**config.mk**
```make
export PLATFORM = sky130hd
export DESIGN_NAME = ctrl_pipe_flat
export DESIGN_NICKNAME = d
export VERILOG_FILES = /design/src/rtl/ctrl_pipe_pkg.sv /design/src/rtl/ctrl_pipe_if.sv /design/src/rtl/ctrl_pipe_control.sv /design/src/rtl/ctrl_pipe.sv /design/src/flat_wrapper.sv
export SDC_FILE = /design/constraint.sdc
export NUM_CORES = 1
export LEC_CHECK = 0
export CORE_ASPECT_RATIO = 0.7
export CORE_MARGIN = 1
export CORE_UTILIZATION = 48
export CTS_CLUSTER_DIAMETER = 150
export DETAILED_ROUTE_END_ITERATION = 12
export PLACE_DENSITY = 0.81
export SLEW_MARGIN = 30
export SYNTH_ARGS = -nofsm -noshare
export SYNTH_HDL_FRONTEND = slang
export SYNTH_SLANG_ARGS = --single-unit
```
**constraint.sdc**
```tcl
create_clock -name clk -period 4.9 [get_ports clk]
set_input_delay 0.98 -clock clk [delete_from_list [all_inputs] [get_ports clk]]
set_output_delay 0.98 -clock clk [all_outputs]
set_load 0.02 [all_outputs]
```
**src/rtl/ctrl_pipe_pkg.sv**
```systemverilog
// Shared definitions for the pipelined control unit: control-word layout,
// field encodings, DLX opcode table and the opcode legality check.
package ctrl_pkg;

  localparam int CTRL_W = 26;

  // Bit offsets of the control-word fields (LSB = 0).
  localparam int OFF_EXT_MEM     = 0;
  localparam int OFF_MEM_WE      = 1;
  localparam int OFF_MEM_SIZE    = 2;
  localparam int OFF_EXT_IMM     = 4;
  localparam int OFF_ALU_SRC     = 5;
  localparam int OFF_FPU_OP      = 6;
  localparam int OFF_ALU_CRUFT   = 9;
  localparam int OFF_ALU_OP      = 11;
  localparam int OFF_FP_SRC      = 14;
  localparam int OFF_BRANCH_COND = 15;
  localparam int OFF_COND_SRC    = 16;
  localparam int OFF_JUMP_TYPE   = 17;
  localparam int OFF_REG_DEST    = 19;
  localparam int OFF_FP_DEST     = 20;
  localparam int OFF_REG_WE      = 21;
  localparam int OFF_DIN_SRC     = 22;

  // The listed fields fill 24 bits; the top two bits are reserved and stay zero.
  typedef struct packed {
    logic [1:0] rsvd;
    logic [1:0] din_src;
    logic       reg_we;
    logic       fp_dest;
    logic       reg_dest;
    logic [1:0] jump_type;
    logic       cond_src;
    logic       branch_cond;
    logic       fp_src;
    logic [2:0] alu_op;
    logic [1:0] alu_cruft;
    logic [2:0] fpu_op;
    logic       alu_src;
    logic       ext_imm;
    logic [1:0] mem_size;
    logic       mem_we;
    logic       ext_mem;
  } ctrl_t;

  localparam ctrl_t CTRL_BUBBLE = '0;

  localparam logic [1:0] DINSRC_ALU  = 2'b00;
  localparam logic [1:0] DINSRC_MEM  = 2'b01;
  localparam logic [1:0] DINSRC_LINK = 2'b10;

  localparam logic [1:0] JMP_NONE   = 2'b00;
  localparam logic [1:0] JMP_BRANCH = 2'b01;
  localparam logic [1:0] JMP_DIRECT = 2'b10;
  localparam logic [1:0] JMP_REG    = 2'b11;

  localparam logic [2:0] ALU_ADD = 3'd0;
  localparam logic [2:0] ALU_SUB = 3'd1;
  localparam logic [2:0] ALU_AND = 3'd2;
  localparam logic [2:0] ALU_OR  = 3'd3;
  localparam logic [2:0] ALU_XOR = 3'd4;
  localparam logic [2:0] ALU_SLL = 3'd5;
  localparam logic [2:0] ALU_SRL = 3'd6;
  localparam logic [2:0] ALU_SRA = 3'd7;

  localparam logic [2:0] FPU_NONE = 3'b000;
  localparam logic [2:0] FPU_ADD  = 3'b001;
  localparam logic [2:0] FPU_SUB  = 3'b010;
  localparam logic [2:0] FPU_MUL  = 3'b011;
  localparam logic [2:0] FPU_DIV  = 3'b100;

  localparam logic [5:0] OP_RTYPE = 6'h00;
  localparam logic [5:0] OP_FTYPE = 6'h01;
  localparam logic [5:0] OP_J     = 6'h02;
  localparam logic [5:0] OP_JAL   = 6'h03;
  localparam logic [5:0] OP_BEQZ  = 6'h04;
  localparam logic [5:0] OP_BNEZ  = 6'h05;
  localparam logic [5:0] OP_BFPT  = 6'h06;
  localparam logic [5:0] OP_BFPF  = 6'h07;
  localparam logic [5:0] OP_ADDI  = 6'h08;
  localparam logic [5:0] OP_SUBI  = 6'h0A;
  localparam logic [5:0] OP_ANDI  = 6'h0C;
  localparam logic [5:0] OP_ORI   = 6'h0D;
  localparam logic [5:0] OP_XORI  = 6'h0E;
  localparam logic [5:0] OP_JR    = 6'h12;
  localparam logic [5:0] OP_JALR  = 6'h13;
  localparam logic [5:0] OP_LB    = 6'h20;
  localparam logic [5:0] OP_LH    = 6'h21;
  localparam logic [5:0] OP_LW    = 6'h23;
  localparam logic [5:0] OP_LBU   = 6'h24;
  localparam logic [5:0] OP_LHU   = 6'h25;
  localparam logic [5:0] OP_SB    = 6'h28;
  localparam logic [5:0] OP_SH    = 6'h29;
  localparam logic [5:0] OP_SW    = 6'h2B;

  // True when the opcode appears in the decode table.
  function automatic logic op_legal(input logic [5:0] op);
    case (op)
      OP_RTYPE, OP_FTYPE, OP_J, OP_JAL, OP_BEQZ, OP_BNEZ, OP_BFPT, OP_BFPF,
      OP_ADDI, OP_SUBI, OP_ANDI, OP_ORI, OP_XORI, OP_JR, OP_JALR,
      OP_LB, OP_LH, OP_LW, OP_LBU, OP_LHU, OP_SB, OP_SH, OP_SW: return 1'b1;
      default:                                                  return 1'b0;
    endcase
  endfunction

endpackage

```
**src/rtl/ctrl_pipe_if.sv**
```systemverilog
// ID-side request and per-stage control outputs of the pipelined control unit.
interface ctrl_pipe_if
  import ctrl_pkg::*;
#(
  parameter int REG_AW = 5
);
  logic              id_valid;
  logic [5:0]        OpCode;
  logic [5:0]        Function;
  logic [REG_AW-1:0] id_rs1;
  logic [REG_AW-1:0] id_rs2;
  logic [REG_AW-1:0] id_rd;
  logic              flush;
  logic              stall;
  logic              ex_valid;
  logic              mem_valid;
  logic              wb_valid;
  logic [CTRL_W-1:0] ex_ctrl;
  logic [CTRL_W-1:0] mem_ctrl;
  logic [CTRL_W-1:0] wb_ctrl;
  logic [REG_AW-1:0] ex_rd;
  logic [REG_AW-1:0] mem_rd;
  logic [REG_AW-1:0] wb_rd;
  logic              illegal;

  modport master (
    output id_valid, OpCode, Function, id_rs1, id_rs2, id_rd, flush,
    input  stall, ex_valid, mem_valid, wb_valid, ex_ctrl, mem_ctrl, wb_ctrl,
           ex_rd, mem_rd, wb_rd, illegal
  );

  modport slave (
    input  id_valid, OpCode, Function, id_rs1, id_rs2, id_rd, flush,
    output stall, ex_valid, mem_valid, wb_valid, ex_ctrl, mem_ctrl, wb_ctrl,
           ex_rd, mem_rd, wb_rd, illegal
  );
endinterface

```
**src/rtl/ctrl_pipe_control.sv**
```systemverilog
// Combinational DLX decoder: OpCode/Function to the full control word.
module Control
  import ctrl_pkg::*;
(
  input  logic [5:0] OpCode,
  input  logic [5:0] Function,
  output ctrl_t      ctrl
);

  // Decode one instruction; unlisted opcodes decode to the all-zero word.
  always_comb begin
    // NOTE: the default assignment first means every path drives every field, so no latch is inferred.
    ctrl = CTRL_BUBBLE;
    case (OpCode)
      OP_RTYPE: begin
        ctrl.reg_we   = 1'b1;
        ctrl.reg_dest = 1'b1;
        case (Function)
          6'h20:   ctrl.alu_op = ALU_ADD;
          6'h22:   ctrl.alu_op = ALU_SUB;
          6'h24:   ctrl.alu_op = ALU_AND;
          6'h25:   ctrl.alu_op = ALU_OR;
          6'h26:   ctrl.alu_op = ALU_XOR;
          6'h04:   ctrl.alu_op = ALU_SLL;
          6'h06:   ctrl.alu_op = ALU_SRL;
          6'h07:   ctrl.alu_op = ALU_SRA;
          // Set-on-compare ops subtract and let ALUCruft pick the condition.
          6'h28:   begin ctrl.alu_op = ALU_SUB; ctrl.alu_cruft = 2'b01; end
          6'h29:   begin ctrl.alu_op = ALU_SUB; ctrl.alu_cruft = 2'b10; end
          6'h2A:   begin ctrl.alu_op = ALU_SUB; ctrl.alu_cruft = 2'b11; end
          default: ctrl.alu_op = ALU_ADD;
        endcase
      end
      OP_FTYPE: begin
        ctrl.reg_we   = 1'b1;
        ctrl.fp_dest  = 1'b1;
        ctrl.reg_dest = 1'b1;
        ctrl.fp_src   = 1'b1;
        case (Function)
          6'h00:   ctrl.fpu_op = FPU_ADD;
          6'h01:   ctrl.fpu_op = FPU_SUB;
          6'h02:   ctrl.fpu_op = FPU_MUL;
          6'h03:   ctrl.fpu_op = FPU_DIV;
          default: ctrl.fpu_op = FPU_NONE;
        endcase
      end
      OP_J, OP_JAL: begin
        ctrl.jump_type = JMP_DIRECT;
        ctrl.ext_imm   = 1'b1;
        if (OpCode == OP_JAL) begin
          ctrl.reg_we  = 1'b1;
          ctrl.din_src = DINSRC_LINK;
        end
      end
      OP_BEQZ, OP_BNEZ, OP_BFPT, OP_BFPF: begin
        ctrl.jump_type   = JMP_BRANCH;
        ctrl.ext_imm     = 1'b1;
        ctrl.cond_src    = (OpCode == OP_BFPT) || (OpCode == OP_BFPF);
        ctrl.branch_cond = (OpCode == OP_BNEZ) || (OpCode == OP_BFPT);
      end
      OP_ADDI, OP_SUBI, OP_ANDI, OP_ORI, OP_XORI: begin
        ctrl.reg_we  = 1'b1;
        ctrl.alu_src = 1'b1;
        case (OpCode)
          OP_SUBI: begin ctrl.alu_op = ALU_SUB; ctrl.ext_imm = 1'b1; end
          OP_ANDI: ctrl.alu_op = ALU_AND;
          OP_ORI:  ctrl.alu_op = ALU_OR;
          OP_XORI: ctrl.alu_op = ALU_XOR;
          default: begin ctrl.alu_op = ALU_ADD; ctrl.ext_imm = 1'b1; end
        endcase
      end
      OP_JR, OP_JALR: begin
        ctrl.jump_type = JMP_REG;
        if (OpCode == OP_JALR) begin
          ctrl.reg_we  = 1'b1;
          ctrl.din_src = DINSRC_LINK;
        end
      end
      OP_LB, OP_LH, OP_LW, OP_LBU, OP_LHU: begin
        ctrl.din_src  = DINSRC_MEM;
        ctrl.reg_we   = 1'b1;
        ctrl.alu_src  = 1'b1;
        ctrl.ext_imm  = 1'b1;
        ctrl.mem_size = (OpCode == OP_LW) ? 2'b10 :
                        ((OpCode == OP_LH) || (OpCode == OP_LHU)) ? 2'b01 : 2'b00;
        ctrl.ext_mem  = (OpCode == OP_LB) || (OpCode == OP_LH);
      end
      OP_SB, OP_SH, OP_SW: begin
        ctrl.mem_we   = 1'b1;
        ctrl.alu_src  = 1'b1;
        ctrl.ext_imm  = 1'b1;
        ctrl.mem_size = (OpCode == OP_SW) ? 2'b10 : (OpCode == OP_SH) ? 2'b01 : 2'b00;
      end
      default: ctrl = CTRL_BUBBLE;
    endcase
  end

endmodule

```
**src/rtl/ctrl_pipe.sv**
```systemverilog
// Pipelined control unit: decodes in ID and carries the control word through
// EX, MEM and WB with valid bits, load-use stall, flush and FP-multiply hold.
module ctrl_pipe
  import ctrl_pkg::*;
#(
  parameter int REG_AW       = 5,
  parameter int FP_MUL_LAT   = 4,
  parameter bit ILLEGAL_TRAP = 1'b1
) (
  input  logic         clk,
  input  logic         rst_n,
  ctrl_pipe_if.slave   bus
);

  localparam int CNT_W = (FP_MUL_LAT > 1) ? $clog2(FP_MUL_LAT) : 1;
  localparam logic [CNT_W-1:0] MUL_LOAD = CNT_W'(FP_MUL_LAT - 1);

  ctrl_t             id_ctrl;
  ctrl_t             ex_ctrl, mem_ctrl, wb_ctrl;
  logic              ex_valid, mem_valid, wb_valid;
  logic [REG_AW-1:0] ex_rd, mem_rd, wb_rd;
  logic [CNT_W-1:0]  mul_cnt;
  logic              illegal;
  logic              hold, load_use, id_illegal, id_take;

  Control u_control (
    .OpCode   (bus.OpCode),
    .Function (bus.Function),
    .ctrl     (id_ctrl)
  );

  // Hazard evaluation from the current EX registers and the ID inputs.
  always_comb begin
    hold       = (mul_cnt != '0);
    id_illegal = ILLEGAL_TRAP && !op_legal(bus.OpCode);
    // A flushed or trapped ID instruction is discarded, so it never needs to wait.
    load_use   = bus.id_valid && !bus.flush && !id_illegal && ex_valid &&
                 (ex_ctrl.din_src == DINSRC_MEM) && ex_ctrl.reg_we && (ex_rd != '0) &&
                 ((ex_rd == bus.id_rs1) || (ex_rd == bus.id_rs2));
    id_take    = bus.id_valid && !bus.flush && !load_use && !id_illegal;
  end

  assign bus.stall = hold | load_use;

  // Stage advance: WB always takes MEM; EX/MEM freeze only during a multiply hold.
  always_ff @(posedge clk or negedge rst_n) begin
    // NOTE: non-blocking assignments let every stage read the pre-edge value of the stage before it.
    if (!rst_n) begin
      ex_valid  <= 1'b0;
      ex_ctrl   <= CTRL_BUBBLE;
      ex_rd     <= '0;
      mem_valid <= 1'b0;
      mem_ctrl  <= CTRL_BUBBLE;
      mem_rd    <= '0;
      wb_valid  <= 1'b0;
      wb_ctrl   <= CTRL_BUBBLE;
      wb_rd     <= '0;
      mul_cnt   <= '0;
      illegal   <= 1'b0;
    end else begin
      wb_valid <= mem_valid;
      wb_ctrl  <= mem_ctrl;
      wb_rd    <= mem_rd;
      if (hold) begin
        mul_cnt   <= mul_cnt - 1'b1;
        mem_valid <= 1'b0;
        mem_ctrl  <= CTRL_BUBBLE;
        mem_rd    <= '0;
        illegal   <= 1'b0;
      end else begin
        mem_valid <= ex_valid;
        mem_ctrl  <= ex_ctrl;
        mem_rd    <= ex_rd;
        ex_valid  <= id_take;
        ex_ctrl   <= id_take ? id_ctrl : CTRL_BUBBLE;
        ex_rd     <= id_take ? bus.id_rd : '0;
        mul_cnt   <= (id_take && (id_ctrl.fpu_op == FPU_MUL)) ? MUL_LOAD : '0;
        illegal   <= bus.id_valid && !bus.flush && id_illegal;
      end
    end
  end

  assign bus.ex_valid  = ex_valid;
  assign bus.mem_valid = mem_valid;
  assign bus.wb_valid  = wb_valid;
  assign bus.ex_ctrl   = ex_ctrl;
  assign bus.mem_ctrl  = mem_ctrl;
  assign bus.wb_ctrl   = wb_ctrl;
  assign bus.ex_rd     = ex_rd;
  assign bus.mem_rd    = mem_rd;
  assign bus.wb_rd     = wb_rd;
  assign bus.illegal   = illegal;

endmodule

```
**src/flat_wrapper.sv**
```systemverilog
// flat-port wrapper written by rule: the top's interface ports become plain ports
module ctrl_pipe_flat import ctrl_pkg::*;
#(
  parameter int REG_AW       = 5,
  parameter int FP_MUL_LAT   = 4,
  parameter bit ILLEGAL_TRAP = 1'b1
)
  (clk, rst_n, bus_id_valid, bus_OpCode, bus_Function, bus_id_rs1, bus_id_rs2, bus_id_rd, bus_flush, bus_stall, bus_ex_valid, bus_mem_valid, bus_wb_valid, bus_ex_ctrl, bus_mem_ctrl, bus_wb_ctrl, bus_ex_rd, bus_mem_rd, bus_wb_rd, bus_illegal);
  ctrl_pipe_if #(.REG_AW(REG_AW)) bus_i ();
  input  logic clk;
  input  logic rst_n;
  input wire logic [$bits(bus_i.id_valid)-1:0] bus_id_valid;
  input wire logic [$bits(bus_i.OpCode)-1:0] bus_OpCode;
  input wire logic [$bits(bus_i.Function)-1:0] bus_Function;
  input wire logic [$bits(bus_i.id_rs1)-1:0] bus_id_rs1;
  input wire logic [$bits(bus_i.id_rs2)-1:0] bus_id_rs2;
  input wire logic [$bits(bus_i.id_rd)-1:0] bus_id_rd;
  input wire logic [$bits(bus_i.flush)-1:0] bus_flush;
  output wire logic [$bits(bus_i.stall)-1:0] bus_stall;
  output wire logic [$bits(bus_i.ex_valid)-1:0] bus_ex_valid;
  output wire logic [$bits(bus_i.mem_valid)-1:0] bus_mem_valid;
  output wire logic [$bits(bus_i.wb_valid)-1:0] bus_wb_valid;
  output wire logic [$bits(bus_i.ex_ctrl)-1:0] bus_ex_ctrl;
  output wire logic [$bits(bus_i.mem_ctrl)-1:0] bus_mem_ctrl;
  output wire logic [$bits(bus_i.wb_ctrl)-1:0] bus_wb_ctrl;
  output wire logic [$bits(bus_i.ex_rd)-1:0] bus_ex_rd;
  output wire logic [$bits(bus_i.mem_rd)-1:0] bus_mem_rd;
  output wire logic [$bits(bus_i.wb_rd)-1:0] bus_wb_rd;
  output wire logic [$bits(bus_i.illegal)-1:0] bus_illegal;
  assign bus_i.id_valid = bus_id_valid;
  assign bus_i.OpCode = bus_OpCode;
  assign bus_i.Function = bus_Function;
  assign bus_i.id_rs1 = bus_id_rs1;
  assign bus_i.id_rs2 = bus_id_rs2;
  assign bus_i.id_rd = bus_id_rd;
  assign bus_i.flush = bus_flush;
  assign bus_stall = bus_i.stall;
  assign bus_ex_valid = bus_i.ex_valid;
  assign bus_mem_valid = bus_i.mem_valid;
  assign bus_wb_valid = bus_i.wb_valid;
  assign bus_ex_ctrl = bus_i.ex_ctrl;
  assign bus_mem_ctrl = bus_i.mem_ctrl;
  assign bus_wb_ctrl = bus_i.wb_ctrl;
  assign bus_ex_rd = bus_i.ex_rd;
  assign bus_mem_rd = bus_i.mem_rd;
  assign bus_wb_rd = bus_i.wb_rd;
  assign bus_illegal = bus_i.illegal;
  ctrl_pipe #(.REG_AW(REG_AW), .FP_MUL_LAT(FP_MUL_LAT), .ILLEGAL_TRAP(ILLEGAL_TRAP)) u_core (.clk(clk), .rst_n(rst_n), .bus(bus_i));
endmodule
```
==> results.md, run 1 <==
- Busiest layer in global routing: met2
- Post-synthesis cell count: 313
- Peak VDD IR: 0.154 mV
- Fraction of the yosys area taken by sequential cells: 0.620
- Global routing usage on met3: 0.0710
- Die footprint: 0.00793 mm²
- P&R area growth vs syn: 39.9%
- Max-cap violations: 0
- Vias in the first global route: about 2700
- Max_slew headroom: 0.476
- Ports: 129
- Cts repair resizes: 0
- First-pass GRT wire length: 14100 µm
- Met1 Use GR: 0.342
- Crit path max fanout: 15
- Routed wire length: 8790 µm
- Gr usage total: 0.239
- Antenna cell count: 0
- Setup CP Type: in2out
- Setup TNS Final: 0 ns
- Final Setup Violations: 0
- Chip Width: 106 µm
- Avg Cell Area, Syn: 11.6 µm²
- Worst path required time: 3.92 ns
- DP Wirelength: 6330 µm
- Routed Antenna Nets: 0
- Setup Buffers After CTS: 0
- Core ar.: 0.00732 mm²
- Min-delay worst type: reg2reg
- Hold path cells: 0
- Skew final: about 0.011 ns
- DP Worst Slack: between 0.6 and 0.7 ns
- FMAX: 232 MHz
- RePlAce Congestion: 0.812
- RSZ-0062 raised after global routing: false
- CP Launch Type: input port
- Max-slew violations: 0
- Initial antenna violation count: 0
- Leading cell types in the layout, fill and taps excluded: clkdlybuf4s50_1 (121), dfrtp_1 (90), nand2_1 (36), and2_1 (30), o31ai_1 (12)
- Tcrit/Tclk final: 0.881
- Final Hold Fails: 0
- CTS tree: yes
- 1st-iter DRT viols: 198
- Clock Sink Count: 90
- Final core occ: 0.694
- Root Buffer Master: clkbuf_8
- Fin nets: 458
- Cell Count, Final, Fillers Out: 530
- Synth warn: 0
- DRC: 0
- Setup crit end kind: output port
- Met2 Usage GRT: 0.346
- Hold_buf cts: 0
- Cts bufs inserted: 9
- Post-synth EDFFs: 0
- Clk slew on worst S/H paths: 0.08 ns
- Routed len/inst: 16.6 µm
- Port Buffer Count: 122
- Static leakage: 0.00224 µW
- Vias per Instance: around 5.3
- Minimum clock period: around 4.3 ns
- Prevailing post-synth register cell: dfrtp_1
- Placed cells: 514
- Row count: 26
- GRT overflow: 0
- Power Dens Cells: 276 mW/mm²
- Largest net degree at the start of global routing: 91
- Status: completed
- Total Power: 1400 µW
- R2R depth: 4
- Worst setup margin: 0.585 ns
- Htree depth: 3
- Least-Margin Pin Slew: 0.786 ns
- Asr flop ratio synth: 1.00
- Layout cells sized above 1: 0.0741
- Die Y: 74.8 µm
- Unique masters post-synth: 44
- Insertion delay to the later sink of the worst-skew pair: approximately 0.37 ns
- Syn Std Cell Area: roughly 0.0036 mm²
- Synthesis-stage register bit count: 90
- Clock Tree Buf Depth: 2
- Data arrival, critical path: 3.34 ns
- Vias: 2810
- Most common cell after layout, fill and taps aside: clkdlybuf4s50_1
- Pre-antenna DRT Iters: 4
- Initial Utilization: 0.496
-- power breakdown --
part           switching [µW]  internal, µW  total (µW)
Sequential               6.87           751         758
Combinational            79.1          58.1         137
Clock                     267           242         508
Total                     353          1050        1400
-- cell usage after synthesis (2+ instances only) --
master	instances	area (µm²)
xor2_1	11	96.3
nor2_1	10	37.5
nand2b_1	7	43.8
a21oi_1	5	25.0
o31ai_1	12	90.1
nand3_1	4	20.0
nor4_1	4	25.0
or2_1	3	18.8
a32o_1	6	60.1
nor2b_1	5	31.3
dfrtp_1	90	2250
nand4_1	4	25.0
mux2_2	2	22.5
clkbuf_1	15	56.3
a22o_1	3	26.3
and2_1	30	188
nor3_1	9	45.0
o41ai_1	8	70.1
nand4b_1	2	17.5
buf_6	2	22.5
inv_1	4	15.0
buf_2	4	20.0
nand2_1	36	135
buf_4	9	67.6
o21ai_0	8	40.0
o211ai_1	2	15.0
-- metal layers --
metal,vias to the layer above,part of all wire
met2,125,0.44
met4,0,0.015
li1,1299,-
met5,-,0
met3,15,0.076
met1,1371,0.47
-- worst paths after layout --
check | from | end | slack [ns]
hold reg to reg | u_core.bus.mem_rd[0]$_DFF_PN0_ | u_core.bus.wb_rd[0]$_DFF_PN0_ | 0.38
max in group asynchronous | rst_n | u_core.bus.mem_ctrl[20]$_DFF_PN0_ | 3.70
setup reg to reg | u_core.mul_cnt[1]$_DFF_PN0_ | u_core.bus.ex_ctrl[22]$_DFFE_PN0N_ | 2.66
min in group asynchronous | rst_n | u_core.bus.mem_valid$_DFF_PN0_ | 0.66
hold / removal | u_core.bus.mem_rd[0]$_DFF_PN0_ | u_core.bus.wb_rd[0]$_DFF_PN0_ | 0.38
setup / recovery | bus_OpCode[2] | bus_stall | 0.58
-- per-stage QoR --
stage          hold WS, ns  instance area [µm²]
2_1_floorplan        0.474                 3650
3_3_place_gp         0.356                 4870
3_5_place_dp         0.358                 4880
4_1_cts              0.378                 5080
5_1_grt              0.390                 5080
6_report             0.378                 5080
-- kinds of logic (layout without fill, tap and decap cells) --
group | after synthesis | after routing | synth area share
compound gates | 53 | 53 | 0.115
xor+xnor | 12 | 12 | 0.0289
fa+ha+maj | 1 | 1 | 0.00275
buf+inv | 34 | 148 | 0.0499
flops | 90 | 90 | 0.620
mux | 3 | 3 | 0.00895
other cells | 1 | 6 | 0.00103
simple gates | 119 | 119 | 0.173
-- flip-flops by register name (all words and copies together) (netlist names) --
name / flops
u_core.bus.ex_ctrl: 23
u_core.bus.mem_ctrl: 23
u_core.bus.wb_ctrl: 23
u_core.bus.ex_rd: 5
u_core.bus.mem_rd: 5
u_core.bus.wb_rd: 5
u_core.mul_cnt: 2
u_core.bus.ex_valid: 1
u_core.bus.illegal: 1
u_core.bus.mem_valid: 1
u_core.bus.wb_valid: 1
-- worst max-delay path, cell delays in order --
cell	delay, ns
clkdlybuf4s50_1	0.78
inv_1	0.11
nand2_1	0.19
o21ai_0	0.16
o31ai_4	0.46
o31ai_1	0.11
clkdlybuf4s50_1	0.56
-- layout make-up --
cell class	count	area, µm²
fill	557	2240
multi-input combinational	194	1220
tap	98	123
timing repair buffer	128	1270
inverter	4	15.0
clock buffer	10	128
sequential	90	2250
clock inverter	6	76.3
Note: power is estimated with default switching activity, not from simulation.
==> run 2: changes to the inputs <==
--- a/config.mk
+++ b/config.mk
@@ -11,6 +11,7 @@
 export CTS_CLUSTER_DIAMETER = 150
 export DETAILED_ROUTE_END_ITERATION = 12
 export PLACE_DENSITY = 0.81
+export REMOVE_ABC_BUFFERS = 1
 export SLEW_MARGIN = 30
 export SYNTH_ARGS = -nofsm -noshare
 export SYNTH_HDL_FRONTEND = slang
==> results.md, run 2 (synthesized netlist as in run 1, its figures left out) <==
- Die Y: 74.8 µm (unchanged)
- Largest regs: u_core.bus.ex_ctrl: 23 flops, u_core.bus.mem_ctrl: 23 flops, u_core.bus.wb_ctrl: 23 flops (unchanged)
- DP Worst Slack: 0.449 ns (was 0.615 ns)
- RePlAce Congestion: 0.793 (was 0.812)
- FILL cells: 573 (was 557)
- Insertion delay to the later sink of the worst-skew pair: 0.36 ns (was 0.37 ns)
- Placed cells: 516 (was 514)
- Hold_buf cts: 0 (unchanged)
- RSZ-0062 raised after global routing: false (unchanged)
- Clk slew on worst S/H paths: 0.09 ns (was 0.08 ns)
- Chip Width: 106 µm (unchanged)
- Initial Utilization: 0.496 (unchanged)
- Row count: 26 (unchanged)
- P&R area growth vs syn: 39.9% (unchanged)
- Max-slew violations: 0 (unchanged)
- 1st-iter DRT viols: 161 (was 198)
- Setup crit end kind: output port (unchanged)
- FMAX: 223 MHz (was 232 MHz)
- Ports: 129 (unchanged)
- Initial antenna violation count: 0 (unchanged)
- Crit Reg-Reg Startpoint: u_core.mul_cnt[1]$_DFF_PN0_ (unchanged)
- Routed wire length: 8610 µm (was 8790 µm)
- Antenna cell count: 0 (unchanged)
- Gr usage total: 0.233 (was 0.239)
- Core ar.: 0.00732 mm² (unchanged)
- Tcrit/Tclk final: 0.915 (was 0.881)
- Setup TNS Final: 0 ns (unchanged)
- Status: completed (unchanged)
- Data arrival, critical path: 3.50 ns (was 3.34 ns)
- Routed Antenna Nets: 0 (unchanged)
- Max_slew headroom: 0.560 (was 0.476)
- Cts repair resizes: 0 (unchanged)
- Peak VDD IR: 0.159 mV (was 0.154 mV)
- Port Buffer Count: 122 (unchanged)
- Worst setup margin: 0.417 ns (was 0.585 ns)
- Clock Tree Buf Depth: 2 (unchanged)
- First-pass GRT wire length: 13900 µm (was 14100 µm)
- Layout cells sized above 1: 0.0806 (was 0.0741)
- Pre-antenna DRT Iters: 5 (was 4)
- Post-route met1 wirelength: 3840 µm (was 4110 µm)
- Skew final: 0.00733 ns (was 0.0110 ns)
- Worst hold start: u_core.bus.mem_ctrl[18]$_DFF_PN0_ (was u_core.bus.mem_rd[0]$_DFF_PN0_)
- Routed len/inst: 16.2 µm (was 16.6 µm)
- Max-cap violations: 0 (unchanged)
- Worst path required time: 3.92 ns (about the same)
- DP Wirelength: 6090 µm (was 6330 µm)
- Cell Count, Final, Fillers Out: 532 (was 530)
- Final Hold Fails: 0 (unchanged)
- Vias: 2806 (was 2810)
- Power Dens Cells: 268 mW/mm² (was 276 mW/mm²)
- Min-delay worst type: reg2reg (unchanged)
- Largest net degree at the start of global routing: 53 (was 91)
- Leading cell types in the layout, fill and taps excluded: clkdlybuf4s50_1 (121), dfrtp_1 (90), nand2_1 (36), and2_1 (30), o31ai_1 (12) (unchanged)
- Crit path max fanout: 15 (unchanged)
- Die footprint: 0.00793 mm² (unchanged)
- CP Launch Type: input port (unchanged)
- Final Setup Violations: 0 (unchanged)
- DR WL met2: 3940 µm (was 3880 µm)
- Critical path startpoint: bus_OpCode[2] (unchanged)
- DRC: 0 (unchanged)
- Static leakage: 0.00224 µW (about the same)
- Final core occ: 0.694 (unchanged)
- Vias in the first global route: 2773 (was 2703)
- Cts bufs inserted: 9 (unchanged)
- Fin nets: 460 (was 458)
- Minimum clock period: 4.48 ns (was 4.32 ns)
- Final hold slack: 0.373 ns (was 0.378 ns)
- Clock Sink Count: 90 (unchanged)
- Top Layer Used: met4 (unchanged)
- Htree depth: 3 (unchanged)
- Root Buffer Master: clkbuf_8 (unchanged)
- GRT overflow: 0 (unchanged)
- CTS tree: yes (unchanged)
- Setup Buffers After CTS: 0 (unchanged)
- Setup CP Type: in2out (unchanged)
- Vias per Instance: 5.27 (was 5.30)
- Wire length on met3: 756 µm (was 666 µm)
- Most common cell after layout, fill and taps aside: clkdlybuf4s50_1 (unchanged)
- Least-Margin Pin Slew: 0.660 ns (was 0.786 ns)
## run 2: cell types whose count changed in the layout (fill, tap and decap cells not counted), sizes merged
cell	change
inv	-1
bufinv	-1
clkbuf	+1
buf	+2
clkinv	+1
## run 2: final timing paths
kind | depth (start not counted) | slack, ns | end
setup / recovery | 7 | 0.42 | bus_stall
min in group asynchronous | 1 | 0.57 | u_core.bus.wb_ctrl[21]$_DFF_PN0_
hold reg to reg | 0 | 0.37 | u_core.bus.wb_ctrl[18]$_DFF_PN0_
hold / removal | 0 | 0.37 | u_core.bus.wb_ctrl[18]$_DFF_PN0_
max in group asynchronous | 2 | 3.31 | u_core.bus.wb_ctrl[2]$_DFF_PN0_
setup reg to reg | 4 | 2.84 | u_core.bus.ex_ctrl[22]$_DFFE_PN0N_
## run 2: cell type report
| class | instances | area (µm²) | area share |
|---|---|---|---|
| inverter | 4 | 15.0 | 0.00295 |
| timing repair buffer | 130 | 1280 | 0.252 |
| tap | 98 | 123 | 0.0241 |
| clock inverter | 5 | 38.8 | 0.00763 |
| sequential | 90 | 2250 | 0.443 |
| clock buffer | 11 | 151 | 0.0298 |
| multi-input combinational | 194 | 1220 | 0.241 |
## run 2: report_power, final
part / switching, µW / internal (µW)
registers: 6.12 / 751
logic: 77.6 / 58.3
clock network: 258 / 214
total: 341 / 1020
## run 2: critical path, cell delays in order
cell	delay (ns)
clkdlybuf4s50_1	0.67
inv_1	0.16
nand2_1	0.15
o21ai_0	0.36
o31ai_4	0.18
o31ai_1	0.32
clkdlybuf4s50_1	0.67
## run 2: metal layers
layer  GRT usage  vias up
met4      0.0617        0
met1       0.308     1371
met2       0.381      129
met5           0        -
li1            -     1297
met3      0.0753        9
## run 2: per-stage QoR
step / power (µW) / cell area [µm²]
after floorplan: 826 / 3490
after global placement: 906 / 4890
after detailed placement: 909 / 4890
after CTS: 1380 / 5080
after global routing: 1420 / 5080
final: 1360 / 5080
